<file path="config.mk">
export PLATFORM = sky130hd
export DESIGN_NAME = soundglu_buffered
export DESIGN_NICKNAME = d
export VERILOG_FILES = /design/src/rtl/soundglu_pkg.sv /design/src/rtl/soundglu_cmd_fifo.sv /design/src/rtl/soundglu_buffered.sv
export SDC_FILE = /design/constraint.sdc
export NUM_CORES = 1
export LEC_CHECK = 0
export ABC_CLOCK_PERIOD_IN_PS = 5430
export BUFFER_PORTS_ARGS = -buffer_cell sky130_fd_sc_hd__buf_4
export CAP_MARGIN = 20
export CORE_UTILIZATION = 45
export DETAILED_ROUTE_END_ITERATION = 12
export PLACE_DENSITY = 0.74
export SYNTH_ARGS = -nofsm -noshare
export SYNTH_HDL_FRONTEND = slang
export SYNTH_SLANG_ARGS = --single-unit
</file>
<file path="constraint.sdc">
create_clock -name clk -period 5.43 [get_ports clk]
set_clock_uncertainty 0.2 [all_clocks]
set_input_delay 0.2715 -clock clk [delete_from_list [all_inputs] [get_ports clk]]
set_output_delay 0.2715 -clock clk [all_outputs]
set_load 0.05 [all_outputs]
</file>
<file path="src/rtl/soundglu_pkg.sv">
// Shared constants and the command record for the buffered Sound GLU.
package soundglu_pkg;
   localparam int SG_ADDR_W = 16;
   localparam int SG_DATA_W = 8;

   localparam logic [1:0] SNDCTL  = 2'd0;
   localparam logic [1:0] SNDDATA = 2'd1;
   localparam logic [1:0] SNDAPL  = 2'd2;
   localparam logic [1:0] SNDAPH  = 2'd3;

   localparam logic [1:0] ST_IDLE   = 2'd0;
   localparam logic [1:0] ST_ISSUE  = 2'd1;
   localparam logic [1:0] ST_FINISH = 2'd2;

   localparam int CTL_BUSY = 7;
   localparam int CTL_RAM  = 6;
   localparam int CTL_AINC = 5;
   localparam int CTL_OVF  = 4;

   typedef struct packed {
      logic                 is_wr;
      logic                 tgt;
      logic [SG_ADDR_W-1:0] addr;
      logic [SG_DATA_W-1:0] data;
   } cmd_t;
endpackage

</file>
<file path="src/rtl/soundglu_cmd_fifo.sv">
// Synchronous command FIFO; push and pop may happen on the same edge.
module soundglu_cmd_fifo
   import soundglu_pkg::*;
#(
   parameter int DEPTH = 4
) (
   input  logic clk,
   input  logic reset_n,
   input  logic push,
   input  cmd_t push_cmd,
   input  logic pop,
   output logic full,
   output logic empty,
   output cmd_t head
);
   localparam int PTR_W = $clog2(DEPTH);

   cmd_t             mem_q [DEPTH];
   cmd_t             mem_d [DEPTH];
   logic [PTR_W-1:0] wr_ptr_q, wr_ptr_d;
   logic [PTR_W-1:0] rd_ptr_q, rd_ptr_d;
   logic [PTR_W:0]   count_q, count_d;
   logic             do_push, do_pop;

   assign full    = (count_q == (PTR_W+1)'(DEPTH));
   assign empty   = (count_q == '0);
   assign head    = mem_q[rd_ptr_q];
   assign do_push = push & ~full;
   assign do_pop  = pop & ~empty;

   always_comb begin
      mem_d    = mem_q;
      wr_ptr_d = wr_ptr_q;
      rd_ptr_d = rd_ptr_q;
      count_d  = count_q;
      if (do_push) begin
         mem_d[wr_ptr_q] = push_cmd;
         wr_ptr_d        = wr_ptr_q + 1'b1;
      end
      if (do_pop) begin
         rd_ptr_d = rd_ptr_q + 1'b1;
      end
      case ({do_push, do_pop})
         2'b10:   count_d = count_q + 1'b1;
         2'b01:   count_d = count_q - 1'b1;
         default: count_d = count_q;
      endcase
   end

   always_ff @(posedge clk) begin
      if (!reset_n) begin
         wr_ptr_q <= '0;
         rd_ptr_q <= '0;
         count_q  <= '0;
      end else begin
         wr_ptr_q <= wr_ptr_d;
         rd_ptr_q <= rd_ptr_d;
         count_q  <= count_d;
      end
   end

   // Storage needs no reset: the pointers define which entries are live.
   always_ff @(posedge clk) begin
      mem_q <= mem_d;
   end
endmodule

</file>
<file path="src/rtl/soundglu_buffered.sv">
// Buffered Sound GLU: host register bridge posting SNDDATA accesses into a FIFO retired one per DOC slot.
//  state     | meaning
//  ST_IDLE   | waiting for a DOC slot with a queued command
//  ST_ISSUE  | command on the bus, write strobe high for this cycle
//  ST_FINISH | read data valid; capture it and retire the head entry
module soundglu_buffered
   import soundglu_pkg::*;
#(
   parameter int ADDR_W     = SG_ADDR_W,
   parameter int DATA_W     = SG_DATA_W,
   parameter int SLOT_DIV   = 32,
   parameter int FIFO_DEPTH = 4
) (
   input  logic              clk,
   input  logic              reset_n,
   input  logic              select,
   input  logic              wr,
   input  logic [1:0]        host_addr,
   input  logic [DATA_W-1:0] host_data_in,
   output logic [DATA_W-1:0] host_data_out,
   input  logic [DATA_W-1:0] sound_data_in,
   output logic [ADDR_W-1:0] sound_addr,
   output logic [DATA_W-1:0] sound_data_out,
   output logic              ram_access,
   output logic              ram_wr,
   output logic              doc_wr,
   output logic              doc_enable
);
   localparam int CNT_W = $clog2(SLOT_DIV);

   logic [CNT_W-1:0]  slot_cnt_q, slot_cnt_d;
   logic              doc_enable_q, doc_enable_d;
   logic              select_q, select_d;
   logic [ADDR_W-1:0] ptr_q, ptr_d;
   logic              ram_sel_q, ram_sel_d;
   logic              auto_inc_q, auto_inc_d;
   logic [3:0]        volume_q, volume_d;
   logic              overflow_q, overflow_d;
   logic [DATA_W-1:0] read_data_q, read_data_d;
   logic [DATA_W-1:0] host_data_out_q, host_data_out_d;
   logic [1:0]        state_q, state_d;
   logic [ADDR_W-1:0] sound_addr_q, sound_addr_d;
   logic [DATA_W-1:0] sound_data_out_q, sound_data_out_d;
   logic              ram_access_q, ram_access_d;
   logic              ram_wr_q, ram_wr_d;
   logic              doc_wr_q, doc_wr_d;

   logic              access;
   logic              busy;
   logic [7:0]        ctl_rd;
   logic              push, pop, full, empty;
   cmd_t              push_cmd, head;

   soundglu_cmd_fifo #(.DEPTH(FIFO_DEPTH)) u_fifo (
      .clk      (clk),
      .reset_n  (reset_n),
      .push     (push),
      .push_cmd (push_cmd),
      .pop      (pop),
      .full     (full),
      .empty    (empty),
      .head     (head)
   );

   assign access = select & ~select_q;
   assign busy   = ~empty | (state_q != ST_IDLE);

   always_comb begin
      slot_cnt_d   = (slot_cnt_q == CNT_W'(SLOT_DIV-1)) ? '0 : slot_cnt_q + 1'b1;
      doc_enable_d = (slot_cnt_q == '0);
      select_d     = select;
      ctl_rd           = '0;
      ctl_rd[CTL_BUSY] = busy;
      ctl_rd[CTL_RAM]  = ram_sel_q;
      ctl_rd[CTL_AINC] = auto_inc_q;
      ctl_rd[CTL_OVF]  = overflow_q;
      ctl_rd[3:0]      = volume_q;
   end

   // Host side: exactly one register action per select rising edge.
   always_comb begin
      ptr_d           = ptr_q;
      ram_sel_d       = ram_sel_q;
      auto_inc_d      = auto_inc_q;
      volume_d        = volume_q;
      overflow_d      = overflow_q;
      host_data_out_d = host_data_out_q;
      push            = 1'b0;
      push_cmd        = '0;
      if (access) begin
         case (host_addr)
            SNDCTL: begin
               if (wr) begin
                  ram_sel_d  = host_data_in[CTL_RAM];
                  auto_inc_d = host_data_in[CTL_AINC];
                  volume_d   = host_data_in[3:0];
                  overflow_d = 1'b0;
               end else begin
                  host_data_out_d = ctl_rd;
               end
            end
            SNDDATA: begin
               if (!wr) begin
                  host_data_out_d = read_data_q;
               end
               if (full) begin
                  overflow_d = 1'b1;
               end else begin
                  push           = 1'b1;
                  push_cmd.is_wr = wr;
                  push_cmd.tgt   = ram_sel_q;
                  push_cmd.addr  = ptr_q;
                  push_cmd.data  = wr ? host_data_in : '0;
                  if (auto_inc_q) begin
                     ptr_d = ptr_q + 1'b1;
                  end
               end
            end
            SNDAPL: begin
               if (wr) begin
                  ptr_d[7:0] = host_data_in;
               end else begin
                  host_data_out_d = ptr_q[7:0];
               end
            end
            default: begin
               if (wr) begin
                  ptr_d[ADDR_W-1:8] = host_data_in[ADDR_W-9:0];
               end else begin
                  host_data_out_d = DATA_W'(ptr_q[ADDR_W-1:8]);
               end
            end
         endcase
      end
   end

   // Bus side: one command per slot, bus fields hold between commands.
   always_comb begin
      state_d          = state_q;
      sound_addr_d     = sound_addr_q;
      sound_data_out_d = sound_data_out_q;
      ram_access_d     = ram_access_q;
      ram_wr_d         = 1'b0;
      doc_wr_d         = 1'b0;
      read_data_d      = read_data_q;
      pop              = 1'b0;
      case (state_q)
         ST_IDLE: begin
            if (doc_enable_q && !empty) begin
               state_d          = ST_ISSUE;
               sound_addr_d     = head.addr;
               sound_data_out_d = head.data;
               ram_access_d     = head.tgt;
               doc_wr_d         = head.is_wr & ~head.tgt;
               ram_wr_d         = head.is_wr & head.tgt;
            end
         end
         ST_ISSUE: begin
            state_d = ST_FINISH;
         end
         ST_FINISH: begin
            if (!head.is_wr) begin
               read_data_d = sound_data_in;
            end
            pop     = 1'b1;
            state_d = ST_IDLE;
         end
         default: begin
            state_d = ST_IDLE;
         end
      endcase
   end

   always_ff @(posedge clk) begin
      if (!reset_n) begin
         slot_cnt_q       <= '0;
         doc_enable_q     <= 1'b0;
         select_q         <= 1'b0;
         ptr_q            <= '0;
         ram_sel_q        <= 1'b0;
         auto_inc_q       <= 1'b0;
         volume_q         <= '0;
         overflow_q       <= 1'b0;
         read_data_q      <= '0;
         host_data_out_q  <= '0;
         state_q          <= ST_IDLE;
         sound_addr_q     <= '0;
         sound_data_out_q <= '0;
         ram_access_q     <= 1'b0;
         ram_wr_q         <= 1'b0;
         doc_wr_q         <= 1'b0;
      end else begin
         slot_cnt_q       <= slot_cnt_d;
         doc_enable_q     <= doc_enable_d;
         select_q         <= select_d;
         ptr_q            <= ptr_d;
         ram_sel_q        <= ram_sel_d;
         auto_inc_q       <= auto_inc_d;
         volume_q         <= volume_d;
         overflow_q       <= overflow_d;
         read_data_q      <= read_data_d;
         host_data_out_q  <= host_data_out_d;
         state_q          <= state_d;
         sound_addr_q     <= sound_addr_d;
         sound_data_out_q <= sound_data_out_d;
         ram_access_q     <= ram_access_d;
         ram_wr_q         <= ram_wr_d;
         doc_wr_q         <= doc_wr_d;
      end
   end

   assign host_data_out  = host_data_out_q;
   assign sound_addr     = sound_addr_q;
   assign sound_data_out = sound_data_out_q;
   assign ram_access     = ram_access_q;
   assign ram_wr         = ram_wr_q;
   assign doc_wr         = doc_wr_q;
   assign doc_enable     = doc_enable_q;
endmodule

</file>
=== After elaboration in Yosys (flattened, before gate mapping) ===
Index checks and enable logic that the tools add are counted.

* Bitwise logic cells: 16
* Reduce and logical (&&, ||, !) cells: 22
* Muxes and demuxes: 30
* Equality and inequality tests: 14
* $add $sub $neg: 6
* Magnitude comparators: 3

{| class="wikitable"
|+ Operator list
! kind !! number
|-
| two-way mux 26 bit || 6
|-
| bitwise mux 104 bit || 1
|-
| binary-select mux 26 bit (select 2 bit) || 1
|-
| demux 26 bit (select 2 bit) || 1
|-
| two-way mux 8 bit || 6
|-
| two-way mux 16 bit || 2
|-
| one-hot mux 8 bit (2 select lines) || 2
|-
| one-hot mux 8 bit (3 select lines) || 1
|-
| adder 16 x 1 -> 16 bit (second input constant) || 1
|-
| != test 2 bit (second input constant) || 5
|-
| AND reduction 5 bit || 2
|-
| nonzero test 2 bit || 5
|-
| inverter 1 bit || 8
|-
| equality test 2 x 1 -> 1 bit (second input constant) || 3
|-
| equality test 2 bit (second input constant) || 3
|-
| >= comparator 3 bit (second input constant) || 2
|-
| two-way mux 1 bit || 6
|-
| inverter 2 -> 3 bit || 2
|-
| one-hot mux 3 bit (2 select lines) || 1
|-
| AND reduction 2 bit || 3
|-
| AND reduction 3 bit || 2
|-
| adder 5 x 1 -> 5 bit (second input constant) || 1
|-
| bitwise AND 1 bit || 5
|-
| equality test 5 bit (second input constant) || 1
|-
| 17 further kinds || 21
|}

* Register bits after elaboration: 186
* Bits of input ports: 22
* Logic and storage cells: 127
* Output and inout port bits: 36

=== Longest topological paths before layout ===
Gate-level depths: netlist (run 1).

* Depth after elaboration: 7
* Mapped depth: 11
* Mapped depth without buffers: 9

=== Hierarchy ===
Synthesis (run 1) repeated with hierarchy kept, for this count alone.

* Cells, all modules: 612
* Area, all modules: 7810.0 µm²

{| class="wikitable"
|+ Modules (own cells, without submodules)
! module !! instances !! area each (µm²) !! cells each !! sequential area each (µm²)
|-
| soundglu_cmd_fifo || 1 || 4212.8 || 187 || 3263.1
|-
| soundglu_buffered || 1 || 3597.2 || 425 || 1501.4
|}

=== Worst setup path after synthesis (run 1) ===
No wires, ideal clock.

* Path kind: reg-to-reg
* From: register u_fifo.count_q[2]
* To: register u_fifo.count_q[2]
* Data required time: 5160 ps
* Period minus slack after synthesis: 2620 ps
* Cell stages (with the launch flop): 11
* Path buffers: 1
* Library setup time: 70 ps
* Slack: 2810 ps
* Data arrival time: 2349 ps
* Path through: dfxtp_1 -> or3b_4 -> and3_1 -> clkbuf_1 -> inv_1 -> ha_1 -> inv_1 -> fa_1 -> xor2_1 -> or3_1 -> a21oi_1

* Word-level cells in the longest chain between the ends: 7
* Elaborated cells between the ends (all ways): 15
* Classes of those cells: 2 x add/sub; 3 x eq/ne; 4 x mux; 4 x bitwise; 2 x reduce/logical

{| class="wikitable"
|+ Ends and longest elaborated chain
! what !! line !! RTL
|-
| start: declaration || soundglu_cmd_fifo.sv:22 || <nowiki>logic [PTR_W:0] count_q, count_d;</nowiki>
|-
| start signal: assignment || soundglu_cmd_fifo.sv:58 || <nowiki>count_q <= count_d;</nowiki>
|-
| equality test 3 bit || soundglu_cmd_fifo.sv:25 || <nowiki>assign full = (count_q == (PTR_W+1)'(DEPTH));</nowiki>
|-
| two-way mux 1 bit || soundglu_buffered.sv:106 || <nowiki>if (full) begin</nowiki>
|-
| two-way mux 1 bit || soundglu_buffered.sv:91 || <nowiki>case (host_addr)</nowiki>
|-
| two-way mux 1 bit || soundglu_buffered.sv:90 || <nowiki>if (access) begin</nowiki>
|-
| bitwise AND 1 bit || soundglu_cmd_fifo.sv:28 || <nowiki>assign do_push = push & ~full;</nowiki>
|-
| equality test 2 x 1 -> 1 bit or equality test 2 bit (tied branches) || soundglu_cmd_fifo.sv:43 || <nowiki>case ({do_push, do_pop})</nowiki>
|-
| one-hot mux 3 bit (2 select lines) or nonzero test 2 bit (tied branches) || -- ||
|}

Parallel ways exist; a longest one is shown, timed or not.
A chain may end at the register's enable or synchronous reset.

=== Final worst setup path (run 1) ===
Ends and elaborated chain as after synthesis.

==> out/metrics.yaml, run 1 <==
synth-seq-cells: 186
gp_congestion: 0.8860
grt_pass1_vias: 5150
slew_headroom_pct: 33.80
timing.hold.ws_ns: 0.01969
grt_usage_pct: 20.24
syn_inst: 619
hold_class: "primary input to register"
clk_latency_ns: 0.43
root_buffer: "clkbuf_16"
wl_um: 17120
use_met1_pct: 25.73
path_delay_family: "simple AND/OR/NAND/NOR gates"
gr-max-usage-layer: "met2"
cts_setup_buffers: 0
clock_path_buffers: 2
antenna_cells: 0
fin_crit_ns: 3.068
synth.yosys.warnings: 0
drt_iter0_drc: 399
cts_buffers: 17
synth_nets: 651
avgRoutedWirePerCell_um: 18.79
antenna_left: 0
die_w_um: 133.5
htree_levels: 4
met3_usage_pct: 4.871
tns_ns: 0
initial_core_util_pct: 46.42
drc: 0
cp_slowest_stage_delay_ns: 0.45
combPwrFrac_pct: 4.7
dieHeight_um: 133.5
finalPower_mw: 2.729
critPathBufInv: 2
period_share_pct: 56.51
power.density_mw_per_mm2: 301.9
area_growth_pct: 16.21
synth_ff_type: "edfxtp_1"
crit_top_cell: "inv_1"
syn_area_mm2: 0.007780
start_kind: "register"
use_met2_pct: 33.85
pwr-share-seq_pct: 55.0
seq_area_mm2: 0.004766
nets: 710
coreArea_mm2: 0.01676
syn_avg_cell_area_um2: 12.57
rsz0062_at_grt: "no"
yosysSeqAreaShare_pct: 61.24
clk_pin_slew_ns: 0.06
most-common-layout-cells: "edfxtp_1, nand2_1, dfxtp_1"
fin_util_pct: 53.95
crit_required_ns: 5.59
num-fill-cells: 1378
hold_buffers: 15
num_rows: 47
max_freq_mhz: 325.9
ir_worst_vdd_v: 0.0002664
die-area_mm2: 0.01782
worst_pin_slew_ns: 0.9930
drive_above_1_share_pct: 19.83
status: "finished, final reports clean"
tritoncts: "done"
maxCapViolations: 0
crit_fanout: 31
crit_slowest_cell: "and3_1"
p_clk_share_pct: 40.3
hold_viol_final: 0
ys_types: 55
finalMaxSlewViolations: 0
grt_first_pass_wirelength_um: 27270
grt-ovfl-total: 0
switching_share_pct: 22.14
post_cts_resized: 0
first_pass_iters: 5
viasPerCell: 5.746
portBuffers: 57
final_common_cell: "edfxtp_1"
grt_max_degree: 67
synth_edf_count: 104
antenna_found_initial: 0
dpl.hpwl_um: 11100
vias: 5235
setup_violations: 0
path_class: "register to register"
cts_sinks: 186
arrival_ns: 3.22
p_leak_nw: 3.101
multi_input_area_mm2: 0.002780
power_switching_mw: 0.6043
worstPathCellList: "or3b_4 > and3_1 > inv_1 > ha_1 > inv_1 > fa_1 > xor2_1 > or3_1 > a21oi_1"
async_flop_share_pct: 0
end_kind: "register"
p_int_mw: 2.125
io_pins: 58
-- per-layer routing --
metal  up-vias  wire (um)
met3        26       1107
li1       2415          -
met5         -          0
met2       229       8509
met1      2565       7225
met4         0        276
-- registers in the layout, indices dropped and copies added, names as in the netlist, 2 cells and up --
signal and flops:
ptr_q 16, u_fifo.count_q 3, u_fifo.rd_ptr_q 2, sound_addr 16
host_data_out 8, u_fifo.mem_q 104, read_data_q 8, state_q 2
slot_cnt_q 5, sound_data_out 8, volume_q 4, u_fifo.wr_ptr_q 2
-- tightest hold or removal path, cell delays in order --
cell	delay [ns]
buf_4	0.19
nand3_1	0.09
nor2_1	0.04
-- cell usage after synthesis (all sizes together), types with 9 or more instances --
master / instances / area, um2
a21oi: 52 / 260.3
and2: 23 / 143.9
and3: 15 / 93.84
buf: 19 / 103.9
clkbuf: 20 / 75.07
dfxtp: 82 / 1642
edfxtp: 104 / 3123
ha: 9 / 112.6
inv: 15 / 56.30
mux4: 33 / 743.2
nand2: 84 / 315.3
nand3: 9 / 45.04
nor2: 36 / 140.1
nor3: 9 / 45.04
o21ai: 18 / 90.09
-- logic make-up (layout without fill, tap and decap cells) --
logic type,Yosys count,in the layout,share of synthesized area (%)
xor gates and xnor gates,7,7,0.7881
adders and majority gates,10,10,1.705
muxes,41,41,10.58
and+or+nand+nor,215,215,13.96
AOI/OAI and AO/OA,106,106,8.701
buffers and inverters,54,126,3.023
DFF,186,186,61.24
-- power by group through the flow --
stage	Sequential [mW]	Combinational (mW)	Clock [mW]
floorplan	1.54	0.0694	0
global placement	1.53	0.116	0
detailed placement	1.53	0.119	0
CTS	1.50	0.128	1.12
global route	1.50	0.140	1.17
finish	1.50	0.130	1.10
-- through the flow --
step,cell area [um2],setup slack [ns],std cells
6_report,9041,2.362,911
5_1_grt,9041,2.178,911
4_1_cts,9016,2.378,910
3_5_place_dp,8351,2.390,863
3_3_place_gp,8351,2.508,863
2_1_floorplan,7780,2.810,619
-- final cells by class --
class	instances	share of cell area [%]
tap	220	3.045
clock buffer	22	4.913
inverter	15	0.6228
clock inverter	10	0.7888
sequential	186	52.71
timing repair buffer	79	7.169
multi-input combinational	379	30.75
-- final timing paths --
path	slack, ns	endpoint	cells past startpoint	startpoint
max	2.36	u_fifo.count_q[2]	9	u_fifo.count_q[2]
min	0.02	doc_wr	3	reset_n
max reg2reg	2.36	u_fifo.count_q[2]	9	u_fifo.count_q[2]
min reg2reg	0.23	doc_enable	1	slot_cnt_q[4]
(Power assumes the default switching activity.)
==> inputs of run 2 (changes only) <==
Settings changed: ABC_AREA set to 1, ABC_CLOCK_PERIOD_IN_PS 5430 to 2900.
Clock period 5.43 ns to 2.9 ns, I/O delays scaled along.
==> out/metrics.yaml, run 2 <==
status: "finished, final reports clean"
slew_headroom_pct: 51.40  # +18 points
nets: 943  # +33%
max_freq_mhz: 447.9
seq_area_mm2: 0.004765  # about the same
grt_first_pass_wirelength_um: 28770  # +5.5%
drc: 0  # unchanged
ir_worst_vdd_v: 0.0005626  # +110%
io_pins: 58  # unchanged
grt_pass1_vias: 5710  # +11%
gp_congestion: 0.9162  # +3.4%
yosys.area.top_type: "edfxtp_1"
yosysSeqAreaShare_pct: 61.01  # -0.24 points
synth_nets: 873  # +34%
htree_levels: 4  # unchanged
die-area_mm2: 0.01789  # +0.38%
setup_violations: 0  # unchanged
synth_most_common_cell: "nor2_1"
antenna_left: 0  # unchanged
crit_slowest_cell: "dlygate4sd3_1"
clock_path_buffers: 2  # unchanged
ys_types: 33  # -40%
rsz0062_at_grt: "no"
cp_slowest_stage_delay_ns: 0.57  # +0.12 ns
wl_um: 17690  # +3.3%
die_w_um: 133.7  # +0.19%
grt_usage_pct: 20.82  # +0.57 points
power.density_mw_per_mm2: 604.2  # +100%
tritoncts: "done"
stdcell_area_mm2: 0.009269  # +2.5%
grt_max_degree: 62  # -7.5%
m1WireLength_um: 8004  # +11%
critPathBufInv: 5  # +3
most-common-layout-cells: "nor2_1, o21ai_0, edfxtp_1"
syn_area_mm2: 0.007810  # +0.39%
critPathCapture: "ptr_q[15]"
final_common_cell: "nor2_1"
synth_commonest_cells: "nor2_1, o21ai_0, edfxtp_1"
antenna_found_initial: 0  # unchanged
yosys-top-cells-area: "edfxtp_1, dfxtp_1, nor2_1, o21ai_0, nand2_1"
area_growth_pct: 18.68
clk_latency_ns: 0.42  # about the same
worst_pin_slew_ns: 0.7280  # -0.2650 ns
r2r_start: "ptr_q[9]"
drive_above_1_share_pct: 13.53  # -6.3 points
fin_crit_ns: 2.233
place_area_mm2: 0.008428  # +0.93%
r2r-end: "ptr_q[15]"
initial_core_util_pct: 46.60  # +0.18 points
synth_top_area_share_pct: 39.99  # -0.15 points
multi_input_area_mm2: 0.002561  # -7.9%
synth_edf_count: 104  # unchanged
post_cts_resized: 0  # unchanged
finalPower_mw: 5.600  # +110%
largest_reg_flops: 104  # unchanged
async_flop_share_pct: 0  # unchanged
crit_fanout: 20  # -35%
cp.depth: 11  # +2
dpl.hpwl_um: 11500  # +3.6%
hold_viol_final: 0  # unchanged
timing.hold.ws_ns: 0.03781  # +0.01812 ns
num_rows: 47  # unchanged
antenna_cells: 0  # unchanged
path_class: "primary input to register"
wl_met3_um: 1217  # +9.9%
syn_inst: 841  # +36%
start_kind: "primary input"
synth_ff_type: "edfxtp_1"
worstPathCellList: "dlygate4sd3_1 > buf_4 > inv_2 > nand2_4 > inv_2 > nand2_4 > nand3_4 > nor2_1 > nand2_1 > a21oi_1 > dlygate4sd3_1"
synth-seq-cells: 186  # unchanged
tns_ns: 0  # unchanged
p_leak_nw: 3.413  # +10%
drt_iter0_drc: 638  # +60%
coreArea_mm2: 0.01676  # unchanged
crit_required_ns: 3.01  # -2.58 ns
num-fill-cells: 1413  # +2.5%
finalMaxSlewViolations: 0  # unchanged
first_pass_iters: 5  # unchanged
grt-ovfl-total: 0  # unchanged
crit_start: "host_addr[1]"
vias: 6060  # +16%
syn_avg_cell_area_um2: 9.287  # -26%
period_share_pct: 76.98
maxCapViolations: 0  # unchanged
arrival_ns: 2.35  # -0.87 ns
viasPerCell: 5.297  # -7.8%
clk_pin_slew_ns: 0.07  # about the same
top_layer_used: "met4"
top_register: "u_fifo.mem_q"
synth.yosys.warnings: 0  # unchanged
path_delay_family: "buffers and inverters"
reg2reg_slack_ns: 0.75  # -1.61 ns
cts_sinks: 186  # unchanged
portBuffers: 57  # unchanged
root_buffer: "clkbuf_16"
end_kind: "register"
wl_met2_um: 8227  # -3.3%
hold_class: "primary input to register"
cts_buffers: 17  # unchanged
avgRoutedWirePerCell_um: 15.46  # -18%
dieHeight_um: 133.7  # +0.19%
hp-start: "host_addr[0]"
fin_util_pct: 55.30  # +1.4 points
r2r_cells: 8  # -1
cts_setup_buffers: 0  # unchanged
run 2: worst min-delay path: cells and delay by family:
family | cells | cell delay, ns
buffers and inverters | 2 | 0.24
and+or+nand+nor | 2 | 0.14
AOI/OAI and AO/OA | 1 | 0.08
run 2: through the flow:
stage | setup slack [ns] | std cells
floorplan | 0.2703 | 841
global placement | 0.8076 | 1090
detailed placement | 0.8008 | 1090
CTS | 0.6994 | 1144
global route | 0.5518 | 1144
finish | 0.6675 | 1144
run 2: layer usage:
metal  GRT usage, %  up-vias
li1               -     2986
met1          28.21     2829
met2          33.79      224
met3          4.224       21
met4          5.871        0
met5              0        -
run 2: worst min path at each step:
stage          slack, ns                to  cells past startpoint
2_1_floorplan       0.04          select_q                      2
3_3_place_gp        0.16          select_q                      3
3_5_place_dp        0.17          select_q                      3
4_1_cts             0.03  host_data_out[2]                      5
5_1_grt             0.05  host_data_out[6]                      5
6_report            0.04  host_data_out[6]                      5
run 2: kinds of logic (layout without fill, tap and decap cells):
group,after synthesis,in the layout,share of synthesized area [%]
buffers and inverters,116,199,6.328
AO/OA/AOI/OAI,206,206,14.02
AND/OR/NAND/NOR,323,323,16.95
flip-flops,186,186,61.01
adder cells (fa/ha/maj),10,10,1.698
run 2: power breakdown:
| part | internal, mW | switching [mW] | total (mW) | leakage [nW] |
|---|---|---|---|---|
| Sequential | 2.81 | 0.0305 | 2.84 | 1.48 |
| Clock | 1.42 | 0.994 | 2.41 | 0.296 |
| Combinational | 0.117 | 0.228 | 0.345 | 1.63 |
| Total | 4.35 | 1.25 | 5.60 | 3.41 |
run 2: final cells by class:
cell class                 instances  share of cell area (%)
clock buffer                      21                   4.968
clock inverter                    11                   1.728
inverter                          77                   3.145
multi-input combinational        539                   27.63
sequential                       186                   51.40
tap                              220                   2.970
timing repair buffer              90                   8.153
run 2: what timing repair did:
item / 4_1_cts / 5_1_grt
hold buffers: 22 / 0
endpoints found under the hold margin: 47 / 0
endpoints found under the setup margin: 0 / 0
==> inputs of run 3 (changes only) <==
Settings changed: ABC_CLOCK_PERIOD_IN_PS 2900 to 2000, PLACE_DENSITY 0.74 to 0.76.
Clock period 2.9 ns to 2 ns, I/O delays scaled along.
==> out/metrics.yaml, run 3 (synthesis results as in run 2) <==
cts_setup_buffers: 0  # unchanged
arrival_ns: 2.06  # -0.29 ns
timing.hold.ws_ns: 0.2135  # +0.1757 ns
fin_crit_ns: 1.946
first_pass_iters: 6  # +1
rsz0062_at_grt: "yes"
stdcell_area_mm2: 0.009427  # +1.7%
worst_pin_slew_ns: 0.4874  # -0.2406 ns
clk_pin_slew_ns: 0.06  # about the same
crit_fanout: 3  # -85%
period_share_pct: 97.29
tns_ns: 0  # unchanged
top_register: "u_fifo.mem_q"
cts_sinks: 186  # unchanged
cts_buffers: 17  # unchanged
drt_iter0_drc: 653  # +2.4%
finalMaxSlewViolations: 0  # unchanged
path_delay_family: "adder cells"
finalPower_mw: 8.020  # +43%
grt_usage_pct: 21.21  # +0.40 points
fin_util_pct: 56.24  # +0.94 points
clk_latency_ns: 0.43  # about the same
end_kind: "register"
start_kind: "register"
dp.cells: 1100  # +0.92%
setup_violations: 0  # unchanged
drive_above_1_share_pct: 16.15  # +2.6 points
final_common_cell: "nor2_1"
worstPathCellList: "inv_1 > nand2_2 > nor2_2 > nand2_2 > ha_1 > inv_1 > fa_2 > a21oi_1 > o21ai_1 > o21ai_1 > a21oi_1"
fin_ws_ns: 0.05411  # -0.6134 ns
final_cells: 1155  # +0.96%
status: "finished, final reports clean"
power.density_mw_per_mm2: 850.8  # +41%
io_pins: 58  # unchanged
hold_viol_final: 0  # unchanged
cp_slowest_stage_delay_ns: 0.35  # -0.22 ns
post-place-ws_ns: 0.01617  # -0.7846 ns
ir_worst_vdd_v: 0.0006450  # +15%
antenna_left: 0  # unchanged
slew_headroom_pct: 67.39  # +16 points
hold_class: "register to register"
die_w_um: 133.7  # unchanged
initial_core_util_pct: 46.60  # unchanged
viasPerCell: 5.338  # +0.76%
antenna_cells: 0  # unchanged
gp_congestion: 0.9378  # +2.4%
grt-ovfl-total: 0  # unchanged
dpl.hpwl_um: 11500  # about the same
grt_pass1_vias: 5702  # -0.14%
die-area_mm2: 0.01789  # unchanged
vias: 6165  # +1.7%
reg2reg_slack_ns: 0.05  # -0.70 ns
most-common-layout-cells: "nor2_1, o21ai_0, edfxtp_1"
area_growth_pct: 20.70
htree_levels: 4  # unchanged
num_rows: 47  # unchanged
portBuffers: 57  # unchanged
clock_path_buffers: 2  # unchanged
grt_first_pass_wirelength_um: 28940  # +0.57%
crit_slowest_cell: "dfxtp_2"
path_class: "register to register"
crit_required_ns: 2.11  # -0.90 ns
root_buffer: "clkbuf_16"
critPathBufInv: 2  # -3
dieHeight_um: 133.7  # unchanged
coreArea_mm2: 0.01676  # unchanged
drc: 0  # unchanged
wl_um: 17810  # +0.69%
max_freq_mhz: 513.9
num-fill-cells: 1412  # -0.071%
avgRoutedWirePerCell_um: 15.42  # -0.27%
grt_max_degree: 62  # unchanged
maxCapViolations: 0  # unchanged
largest_reg_flops: 104  # unchanged
p_leak_nw: 3.476  # +1.8%
tritoncts: "done"
place_area_mm2: 0.008557  # +1.5%
antenna_found_initial: 0  # unchanged
nets: 954  # +1.2%
-- run 3: layer usage --
layer,up-vias,part of all wire [%],GRT usage [%]
met5,-,0,0
met4,0,1.9,7.134
met3,27,7.5,3.881
met2,292,48,34.46
met1,2834,43,28.57
li1,3012,-,-
-- run 3: layout make-up --
| type | count | area [um2] | share of cell area (%) |
|---|---|---|---|
| flip-flops and latches | 186 | 4767 | 50.57 |
| inverters | 77 | 291.5 | 3.093 |
| well taps | 220 | 275.3 | 2.920 |
| clock buffers | 23 | 510.5 | 5.415 |
| clock inverters | 9 | 97.59 | 1.035 |
| repair buffers | 101 | 890.9 | 9.450 |
| multi-input cells | 539 | 2594 | 27.52 |
-- run 3: path summary, 6_finish.rpt --
| path | start | end | cells past startpoint |
|---|---|---|---|
| min reg2reg | state_q[1] | state_q[1] | 1 |
| min | state_q[1] | state_q[1] | 1 |
| max reg2reg | select_q | u_fifo.count_q[2] | 11 |
| max | select_q | u_fifo.count_q[2] | 11 |
-- run 3: timing repair --
action,4_1_cts,5_1_grt
hold endpoints to repair,88,0
hold buffers,23,0
gates resized for setup,1,14
pin swaps,1,2
endpoints found under the setup margin,1,38
-- run 3: power breakdown --
part	switching, mW	leakage, nW	internal [mW]
clock network	1.41	0.292	1.95
logic	0.340	1.70	0.189
registers	0.0447	1.48	4.08
-- run 3: worst reg2reg max path, stage by stage (launching register included) --
cell	delay (ns)
dfxtp_2	0.35
inv_1	0.06
nand2_2	0.10
nor2_2	0.07
nand2_2	0.08
ha_1	0.14
inv_1	0.07
fa_2	0.34
a21oi_1	0.14
o21ai_1	0.10
o21ai_1	0.15
a21oi_1	0.05
